<file path="config.mk">
export PLATFORM = sky130hd
export DESIGN_NAME = clk_divider
export DESIGN_NICKNAME = d
export VERILOG_FILES = /design/src/rtl/clk_div_pkg.sv /design/src/rtl/clk_divider.sv
export SDC_FILE = /design/constraint.sdc
export NUM_CORES = 1
export LEC_CHECK = 0
export BUFFER_PORTS_ARGS = -buffer_cell sky130_fd_sc_hd__buf_4
export CORE_ASPECT_RATIO = 1.75
export CORE_MARGIN = 1.5
export CORE_UTILIZATION = 45
export CTS_CLUSTER_DIAMETER = 100
export DETAILED_ROUTE_END_ITERATION = 7
export PLACE_DENSITY = 0.68
export SLEW_MARGIN = 15
export SYNTH_ARGS = -nofsm -noshare
export SYNTH_HDL_FRONTEND = slang
export SYNTH_SLANG_ARGS = --single-unit
</file>
<file path="constraint.sdc">
create_clock -name CLOCK_50 -period 1.91 [get_ports CLOCK_50]
set_input_delay 0.191 -clock CLOCK_50 [delete_from_list [all_inputs] [get_ports CLOCK_50]]
set_output_delay 0.191 -clock CLOCK_50 [all_outputs]
set_load 0.03 [all_outputs]
</file>
<file path="src/rtl/clk_div_pkg.sv">
// -----------------------------------------------------------------------------
// clk_div_pkg
// Shared constants and helpers for the display-counter clock dividers.
//   CLK_HZ             : board clock frequency (CLOCK_50).
//   HALF_PERIOD_1HZ    : half-period in CLOCK_50 cycles for the units digit.
//   HALF_PERIOD_0P1HZ  : half-period in CLOCK_50 cycles for the tens digit.
//   cnt_width()        : width of the cycle counter for a given half-period.
// -----------------------------------------------------------------------------
package clk_div_pkg;

    localparam int unsigned CLK_HZ            = 50_000_000;
    localparam int unsigned HALF_PERIOD_1HZ   = 25_000_000;
    localparam int unsigned HALF_PERIOD_0P1HZ = 250_000_000;

    // The counter only has to hold 0 .. half_period-1, so $clog2 is enough
    // bits; a half-period of 1 still needs a one-bit counter to exist.
    function automatic int cnt_width(input int unsigned half_period);
        int w;
        w = $clog2(half_period);
        if (w < 1) begin
            w = 1;
        end
        return w;
    endfunction

endpackage : clk_div_pkg

</file>
<file path="src/rtl/clk_divider.sv">
// -----------------------------------------------------------------------------
// clk_divider
// Divides CLOCK_50 down to a 50 %-duty square wave with a period of
// 2*HALF_PERIOD cycles, plus a one-cycle tick marking each rising edge.
// Downstream logic should use tick as a clock enable in the CLOCK_50 domain
// rather than clocking flops from clk_out.
//
// Ports:
//   CLOCK_50 : in  system clock, all state updates on its rising edge
//   reset    : in  synchronous active-low reset (sampled on CLOCK_50)
//   clk_out  : out divided square wave, driven directly from a flop
//   tick     : out one-cycle pulse in the first cycle clk_out is high
// -----------------------------------------------------------------------------
module clk_divider
    import clk_div_pkg::*;
#(
    parameter int unsigned HALF_PERIOD = HALF_PERIOD_1HZ
) (
    input  logic CLOCK_50,
    input  logic reset,
    output logic clk_out,
    output logic tick
);

    localparam int CNT_W = cnt_width(HALF_PERIOD);
    localparam logic [CNT_W-1:0] CNT_MAX = CNT_W'(HALF_PERIOD - 1);

    logic [CNT_W-1:0] cnt_q, cnt_d;
    logic             clk_out_q, clk_out_d;
    logic             tick_q, tick_d;
    logic             wrap;

    // The counter wraps at CNT_MAX, so it can never exceed HALF_PERIOD-1.
    assign wrap = (cnt_q == CNT_MAX);

    always_comb begin
        cnt_d     = cnt_q + CNT_W'(1);
        clk_out_d = clk_out_q;
        tick_d    = 1'b0;
        if (wrap) begin
            cnt_d     = '0;
            clk_out_d = ~clk_out_q;
            // Only the low-to-high toggle produces a tick.
            tick_d    = ~clk_out_q;
        end
    end

    // Reset wins over counting and discards any phase in progress.
    always_ff @(posedge CLOCK_50) begin
        if (!reset) begin
            cnt_q     <= '0;
            clk_out_q <= 1'b0;
            tick_q    <= 1'b0;
        end else begin
            cnt_q     <= cnt_d;
            clk_out_q <= clk_out_d;
            tick_q    <= tick_d;
        end
    end

    assign clk_out = clk_out_q;
    assign tick    = tick_q;

endmodule : clk_divider

</file>
==> impl_metrics.yaml, run 1 <==
run_status:
  status: "finished, final reports clean"
critical_path:
  worstRegToRegCells: 5
  crit_required_ns: 2.12
  worstPathArrival_ns: 2.01
  crit_path_end_kind: "register"
  worstPathCellList: "ha_1 -> and3_1 -> nand2_2 -> or4_1 -> a21oi_1"
  startpoint_type: "register"
  critPathSlowestCell: "or4_1"
  path_max_fanout: 9
  rr_startpoint: "cnt_q[0]$_SDFF_PP0_"
  crit_path_start: "cnt_q[0]$_SDFF_PP0_"
  worstSetupPathType: "register to register"
  timing.reg2reg.setup_slack_ns: 0.11
  crit_path_max_incr_delay_ns: 0.52
  timing.critical_path.to: "cnt_q[24]$_SDFF_PP0_"
  r2r-end: "cnt_q[24]$_SDFF_PP0_"
route:
  drtIter0Drc: 25
  routed_wl_um: 2530
  drcViolationCount: 0
  viasPerCell: 6.02
  drt-met1-wl_um: 1040
  wl_met3_um: 31
  routed-wl-met2_um: 1380
  wl_per_cell_um: 15.1
  first_pass_iters: 4
  dr.max_layer_used: "met4"
  ant_nets: 0
  num_vias: 1012
place:
  dp_cells: 164
  numPortBuffers: 3
  dp_hpwl_um: 1830
  routabilityCongestion: 0.910
  place_ws_ns: 0.133
  placed_cell_area_sq_um: 1320
timing:
  setup_viol: 0
  hold_slack_ns: 0.179
  hold_violations: 0
  skew_ns: 0.00316
  rsz0062_at_grt: "no"
  setup_ws_ns: 0.111
  setup_tns_ns: 0
  worst_slew_pin_slew_ns: 0.304
  fin_crit_sh: 0.942
  post-route-min-period_ns: 1.80
  finalMaxSlewViolations: 0
  max_freq_ghz: 0.556
  slew_headroom: 0.795
cts:
  cts_tree: "built"
  cts_buffer_depth: 2
  cts-resized-gates: 0
  cts_setup_buffers: 0
  clk-insertion-delay-late_ns: 0.28
  path_clk_slew_ns: 0.09
  root_buffer: "clkbuf_8"
  htree_levels: 1
  postCtsHoldBufs: 0
  clock_sinks: 27
  cts-buffers-inserted: 3
die:
  initial_utilization: 0.475
  coreArea_sq_um: 2690
  die_w_um: 43.3
  die_y_um: 73.5
  die_area_sq_um: 3180
  num_io_pins: 4
  rows: 25
final_layout:
  final_common_cell: "dfxtp_1"
  drive_gt1_frac: 0.163
  areaGrowthSynthToFinish_pct: 6.86
  final_cells: 168
  num-nets-final: 145
  layout_common_cells: "dfxtp_1, nor2_1, xor2_1"
  postLayoutCoreUtil: 0.507
  diodes: 0
  design_area_sq_um: 1370
pwr:
  ir_drop_mv: 0.444
  powerDensity_nw_per_um2: 678
  power_mw: 0.925
  p_leak_nw: 0.485
global_route:
  grt_overflow: 0
  grt_max_degree: 25
  first_global_vias: 1045
  grt_pass1_wl_um: 4310
  antenna_found_initial: 0
  grtUsageTotal: 0.181
worst_hold_path:
  min_path_type: "input port to register"
  hp-start: "reset"
logic_synthesis:
  syn_nets: 140
  ys_types: 33
  syn_area_sq_um: 1280
  yosys_register_bits: 27
  ys_seq_area_frac: 0.423
  ys_warn_count: 0
  syn_avg_cell_area_sq_um: 9.32
  synthCells: 137
flow_run:
  maxCapViolCount: 0
[synth_stat cells, drive strengths merged]
| master | number | area share |
|---|---|---|
| dfxtp | 27 | 0.42 |
| nor2 | 17 | 0.050 |
| xor2 | 10 | 0.069 |
| a21oi | 9 | 0.041 |
| nand4 | 9 | 0.056 |
| nand3 | 8 | 0.031 |
| nand2 | 7 | 0.028 |
| and4 | 6 | 0.047 |
| buf | 6 | 0.039 |
| o31ai | 6 | 0.035 |
| or4 | 6 | 0.041 |
| xnor2 | 5 | 0.034 |
| o21ai | 4 | 0.019 |
| and3 | 3 | 0.016 |
| inv | 3 | 0.0088 |
| nor4 | 3 | 0.015 |
| or3 | 3 | 0.015 |
| and2 | 1 | 0.0049 |
| and3b | 1 | 0.0069 |
| ha | 1 | 0.0098 |
| nor3 | 1 | 0.0039 |
| nor4b | 1 | 0.0069 |
[how the worst min path moves through the flow]
stage,slack [ns],depth (start not counted),end
2_1_floorplan,0.34,2,cnt_q[4]$_SDFF_PP0_
3_3_place_gp,0.44,1,cnt_q[0]$_SDFF_PP0_
3_5_place_dp,0.45,1,cnt_q[0]$_SDFF_PP0_
4_1_cts,0.18,3,cnt_q[4]$_SDFF_PP0_
5_1_grt,0.18,3,cnt_q[4]$_SDFF_PP0_
6_report,0.18,3,cnt_q[4]$_SDFF_PP0_
[worst max-delay path: cells and delay by family (launching register included)]
family          cells  cell delay, ns
flops               1            0.38
compound gates      1            0.15
fa+ha+maj           1            0.21
simple gates        3            1.01
[sequential cells by signal, summed over array words and instances, names as in the netlist]
signal,count
cnt_q,25
tick,1
clk_out,1
[layout make-up]
class                           count  area [sq um]
Clock buffer                        3          41.3
Clock inverter                      1          5.00
Fill cell                         257          1330
Inverter                            3          11.3
Multi-Input combinational cell    101           676
Sequential cell                    27           541
Tap cell                           27          33.8
Timing Repair Buffer                6          57.6
[routing by layer]
metal / vias up / global-route usage
li1: 510 / -
met5: - / 0
met1: 484 / 0.164
met3: 7 / 0.0319
met2: 11 / 0.343
met4: 0 / 0.128
[where the power goes]
part           internal (mW)  total (mW)  switching [mW]
Clock                  0.147       0.328           0.181
Sequential             0.568       0.572         0.00466
Combinational         0.0109      0.0251          0.0142
[cells by family (layout without fill, tap and decap cells)]
| kind of cell | Yosys count | after routing | synth area share |
|---|---|---|---|
| simple gates | 66 | 66 | 0.321 |
| xor+xnor | 15 | 15 | 0.103 |
| fa+ha+maj | 1 | 1 | 0.00979 |
| flops | 27 | 27 | 0.423 |
| buf+inv | 9 | 13 | 0.0480 |
| compound gates | 19 | 19 | 0.0950 |
Note: power is estimated with default switching activity, not from simulation.
==> run 2, diff against run 1 <==
--- a/config.mk
+++ b/config.mk
@@ -7,7 +7,7 @@
 export LEC_CHECK = 0
 export BUFFER_PORTS_ARGS = -buffer_cell sky130_fd_sc_hd__buf_4
 export CORE_ASPECT_RATIO = 1.75
-export CORE_MARGIN = 1.5
+export CORE_MARGIN = 3
 export CORE_UTILIZATION = 45
 export CTS_CLUSTER_DIAMETER = 100
 export DETAILED_ROUTE_END_ITERATION = 7
==> impl_metrics.yaml, run 2 (synthesized netlist as in run 1, its figures left out) <==
place:
  dp_cells: 165
  numPortBuffers: 3
  routabilityCongestion: 0.927
  placed_cell_area_sq_um: 1330
  dp_hpwl_um: 1720
cts:
  cts-resized-gates: 0
  cts_tree: "built"
  cts_setup_buffers: 0
  cts_buffer_depth: 2
  root_buffer: "clkbuf_8"
  path_clk_slew_ns: 0.09
  clk-insertion-delay-late_ns: 0.27
  cts-buffers-inserted: 3
  htree_levels: 1
  clock_sinks: 27
  postCtsHoldBufs: 0
critical_path:
  crit_path_end_kind: "register"
  worstSetupPathType: "register to register"
  path_max_fanout: 9
  worstPathArrival_ns: 1.89
  r2r-end: "cnt_q[24]$_SDFF_PP0_"
  crit_path_start: "cnt_q[0]$_SDFF_PP0_"
  worstRegToRegCells: 5
  timing.reg2reg.setup_slack_ns: 0.22
  crit_required_ns: 2.11
  startpoint_type: "register"
  rr_startpoint: "cnt_q[0]$_SDFF_PP0_"
route:
  num_vias: 1011
  wl_per_cell_um: 13.7
  routed_wl_um: 2320
  viasPerCell: 5.98
  drcViolationCount: 0
  ant_nets: 0
  drtIter0Drc: 29
  first_pass_iters: 4
timing:
  slew_headroom: 0.803
  post-route-min-period_ns: 1.69
  fin_crit_sh: 0.885
  finalMaxSlewViolations: 0
  hold_violations: 0
  worst_slew_pin_slew_ns: 0.293
  max_freq_ghz: 0.592
  hold_slack_ns: 0.174
  rsz0062_at_grt: "no"
  setup_tns_ns: 0
  skew_ns: 0.00624
  setup_viol: 0
global_route:
  antenna_found_initial: 0
  grt_pass1_wl_um: 4200
  grtUsageTotal: 0.153
  first_global_vias: 1001
  grt_overflow: 0
  grt_max_degree: 25
final_layout:
  num-nets-final: 146
  final_cells: 169
  final_common_cell: "dfxtp_1"
  largest_reg_flops: 25
  n_fill_cell: 250
  layout_common_cells: "dfxtp_1, nor2_1, xor2_1"
  diodes: 0
  areaGrowthSynthToFinish_pct: 7.64
  drive_gt1_frac: 0.169
  design_area_sq_um: 1380
  regArea_sq_um: 541
  regMostFlops: "cnt_q"
  multi_input_area_sq_um: 676
worst_hold_path:
  min_path_type: "input port to register"
  min_path_cells: 3
  hold_end: "cnt_q[4]$_SDFF_PP0_"
  hp-start: "reset"
pwr:
  p_leak_nw: 0.487
  ir_drop_mv: 0.501
  power_mw: 0.920
  powerDensity_nw_per_um2: 669
die:
  coreArea_sq_um: 2720
  die_area_sq_um: 3540
  die_y_um: 76.5
  initial_utilization: 0.469
  num_io_pins: 4
  die_w_um: 46.3
  rows: 25
run_status:
  status: "finished, final reports clean"
flow_run:
  maxCapViolCount: 0
run 2: critical path, stage by stage (launching register included):
cell,delay (ns)
dfxtp_1,0.37
ha_1,0.22
and3_1,0.23
nand2_2,0.13
or4_1,0.52
a21oi_1,0.15
run 2: through the flow:
stage | util | setup slack (ns)
2_1_floorplan | - | 0.312
3_3_place_gp | 0.487 | 0.293
3_5_place_dp | 0.487 | 0.245
6_report | 0.505 | 0.220
4_1_cts | 0.505 | 0.223
5_1_grt | 0.505 | 0.118
run 2: power by group:
| part | internal [mW] | leakage (nW) | switching (mW) | total [mW] |
|---|---|---|---|---|
| sequential | 0.568 | 0.218 | 0.00439 | 0.572 |
| combinational | 0.0111 | 0.247 | 0.0152 | 0.0263 |
| clock | 0.148 | 0.0217 | 0.174 | 0.322 |
| total | 0.727 | 0.487 | 0.194 | 0.920 |
run 2: worst max path at each step:
stage	end	depth (start not counted)
2_1_floorplan	cnt_q[24]$_SDFF_PP0_	6
3_3_place_gp	cnt_q[24]$_SDFF_PP0_	5
3_5_place_dp	cnt_q[24]$_SDFF_PP0_	5
4_1_cts	cnt_q[24]$_SDFF_PP0_	5
5_1_grt	cnt_q[21]$_SDFF_PP0_	4
6_report	cnt_q[24]$_SDFF_PP0_	5
run 2: final cells by class:
cell class,instances,area share
Inverter,3,0.00819
Sequential cell,27,0.393
Multi-Input combinational cell,101,0.491
Tap cell,27,0.0246
Clock inverter,1,0.00546
Timing Repair Buffer,7,0.0473
Clock buffer,3,0.0300
run 2: layer usage:
layer / up-vias / part of all wire / track usage
met1: 474 / 0.42 / 0.183
met2: 19 / 0.52 / 0.250
met4: 0 / 0.030 / 0.0741
li1: 510 / - / -
met3: 8 / 0.026 / 0.0213
met5: - / 0 / 0
==> run 3, diff against run 2 <==
--- a/config.mk
+++ b/config.mk
@@ -7,7 +7,7 @@
 export LEC_CHECK = 0
 export BUFFER_PORTS_ARGS = -buffer_cell sky130_fd_sc_hd__buf_4
 export CORE_ASPECT_RATIO = 1.75
-export CORE_MARGIN = 3
+export CORE_MARGIN = 2
 export CORE_UTILIZATION = 45
 export CTS_CLUSTER_DIAMETER = 100
 export DETAILED_ROUTE_END_ITERATION = 7
==> impl_metrics.yaml, run 3 (synthesized netlist as in run 1, its figures left out) <==
die:
  rows: 25
  die_area_sq_um: 3300
  coreArea_sq_um: 2690
  die_w_um: 44.3
  die_y_um: 74.5
  initial_utilization: 0.475
  num_io_pins: 4
timing:
  worst_slew_pin_slew_ns: 0.322
  setup_ws_ns: 0.121
  max_freq_ghz: 0.559
  hold_violations: 0
  finalMaxSlewViolations: 0
  skew_ns: 0.00222
  slew_headroom: 0.782
  post-route-min-period_ns: 1.79
  rsz0062_at_grt: "no"
  setup_tns_ns: 0
  setup_viol: 0
  fin_crit_sh: 0.937
worst_hold_path:
  min_path_type: "input port to register"
route:
  drcViolationCount: 0
  viasPerCell: 6.16
  ant_nets: 0
  routed_wl_um: 2500
  first_pass_iters: 4
  wl_per_cell_um: 14.9
  num_vias: 1035
  drtIter0Drc: 36
global_route:
  grtUsageTotal: 0.167
  grt_max_degree: 25
  first_global_vias: 1031
  antenna_found_initial: 0
  grt_pass1_wl_um: 4210
  grt_overflow: 0
cts:
  clock_sinks: 27
  cts-buffers-inserted: 3
  htree_levels: 1
  clk-insertion-delay-late_ns: 0.26
  postCtsHoldBufs: 0
  path_clk_slew_ns: 0.09
  root_buffer: "clkbuf_8"
  cts_tree: "built"
  cts_buffer_depth: 2
run_status:
  status: "finished, final reports clean"
critical_path:
  worstSetupPathType: "register to register"
  path_max_fanout: 9
  worstPathArrival_ns: 1.98
  crit_path_end_kind: "register"
  crit_required_ns: 2.10
  startpoint_type: "register"
pwr:
  switching_share: 0.204
  clkPwrFrac: 0.343
  power_mw: 0.911
  combinationalPowerShare: 0.028
  seq_power_share: 0.629
  powerDensity_nw_per_um2: 666
  p_leak_nw: 0.484
  ir_drop_mv: 0.417
  internal_power_mw: 0.724
  power_switching_mw: 0.186
final_layout:
  largest_reg_flops: 25
  final_cells: 168
  final_common_cell: "dfxtp_1"
  n_fill_cell: 260
  regMostFlops: "cnt_q"
  areaGrowthSynthToFinish_pct: 6.95
  layout_common_cells: "dfxtp_1, nor2_1, xor2_1"
  diodes: 0
  num-nets-final: 145
  drive_gt1_frac: 0.170
flow_run:
  maxCapViolCount: 0
place:
  routabilityCongestion: 0.928
  dp_cells: 164
  dp_hpwl_um: 1770
  numPortBuffers: 3
  place_ws_ns: 0.123
run 3: final timing paths:
check,cells past startpoint,from,slack [ns],to
setup / recovery,5,cnt_q[0]$_SDFF_PP0_,0.12,cnt_q[24]$_SDFF_PP0_
hold / removal,3,reset,0.20,clk_out$_SDFFE_PN0N_
setup reg to reg,5,cnt_q[0]$_SDFF_PP0_,0.12,cnt_q[24]$_SDFF_PP0_
hold reg to reg,1,cnt_q[0]$_SDFF_PP0_,0.47,cnt_q[0]$_SDFF_PP0_
run 3: worst max-delay path: stages, from the launching register on:
cell and delay (ns):
dfxtp_1 0.39, ha_1 0.22, and3_2 0.27, nand2_2 0.14, or4_1 0.53, a21oi_1 0.18
run 3: power groups by stage:
stage                     sequential (mW)  clock [mW]  combinational [mW]
after detailed placement            0.586           0              0.0256
after global routing                0.574       0.345              0.0287
after global placement              0.585           0              0.0251
final                               0.573       0.312              0.0256
after floorplan                     0.585           0              0.0181
after CTS                           0.573       0.323              0.0257
run 3: per-layer routing:
metal / global-route usage / part of all wire / wire length (um)
met1: 0.173 / 0.42 / 1050
met2: 0.320 / 0.54 / 1340
met3: 0.0146 / 0.019 / 47
met4: 0.0842 / 0.023 / 58
met5: 0 / 0 / 0
run 3: metrics by stage:
step | cell area (sq um) | hold WS [ns] | utilization
after floorplan | 1280 | 0.342 | -
after global placement | 1320 | 0.438 | 0.490
after detailed placement | 1320 | 0.458 | 0.490
after CTS | 1370 | 0.197 | 0.507
after global routing | 1370 | 0.203 | 0.508
final | 1370 | 0.196 | 0.508
run 3: area by class of cell:
| type | count | area [sq um] | share of cell area |
|---|---|---|---|
| clock buffers | 3 | 41.3 | 0.0302 |
| inverters | 3 | 11.3 | 0.00824 |
| clock inverters | 1 | 5.00 | 0.00366 |
| well taps | 27 | 33.8 | 0.0247 |
| repair buffers | 6 | 57.6 | 0.0421 |
| multi-input cells | 101 | 677 | 0.495 |
| flip-flops and latches | 27 | 541 | 0.396 |
run 3: timing repair:
action / 4_1_cts / 5_1_grt
gates resized for setup: 0 / 1
hold endpoints to repair: 0 / 0
buffers inserted: 0 / 0
endpoints found under the setup margin: 0 / 1
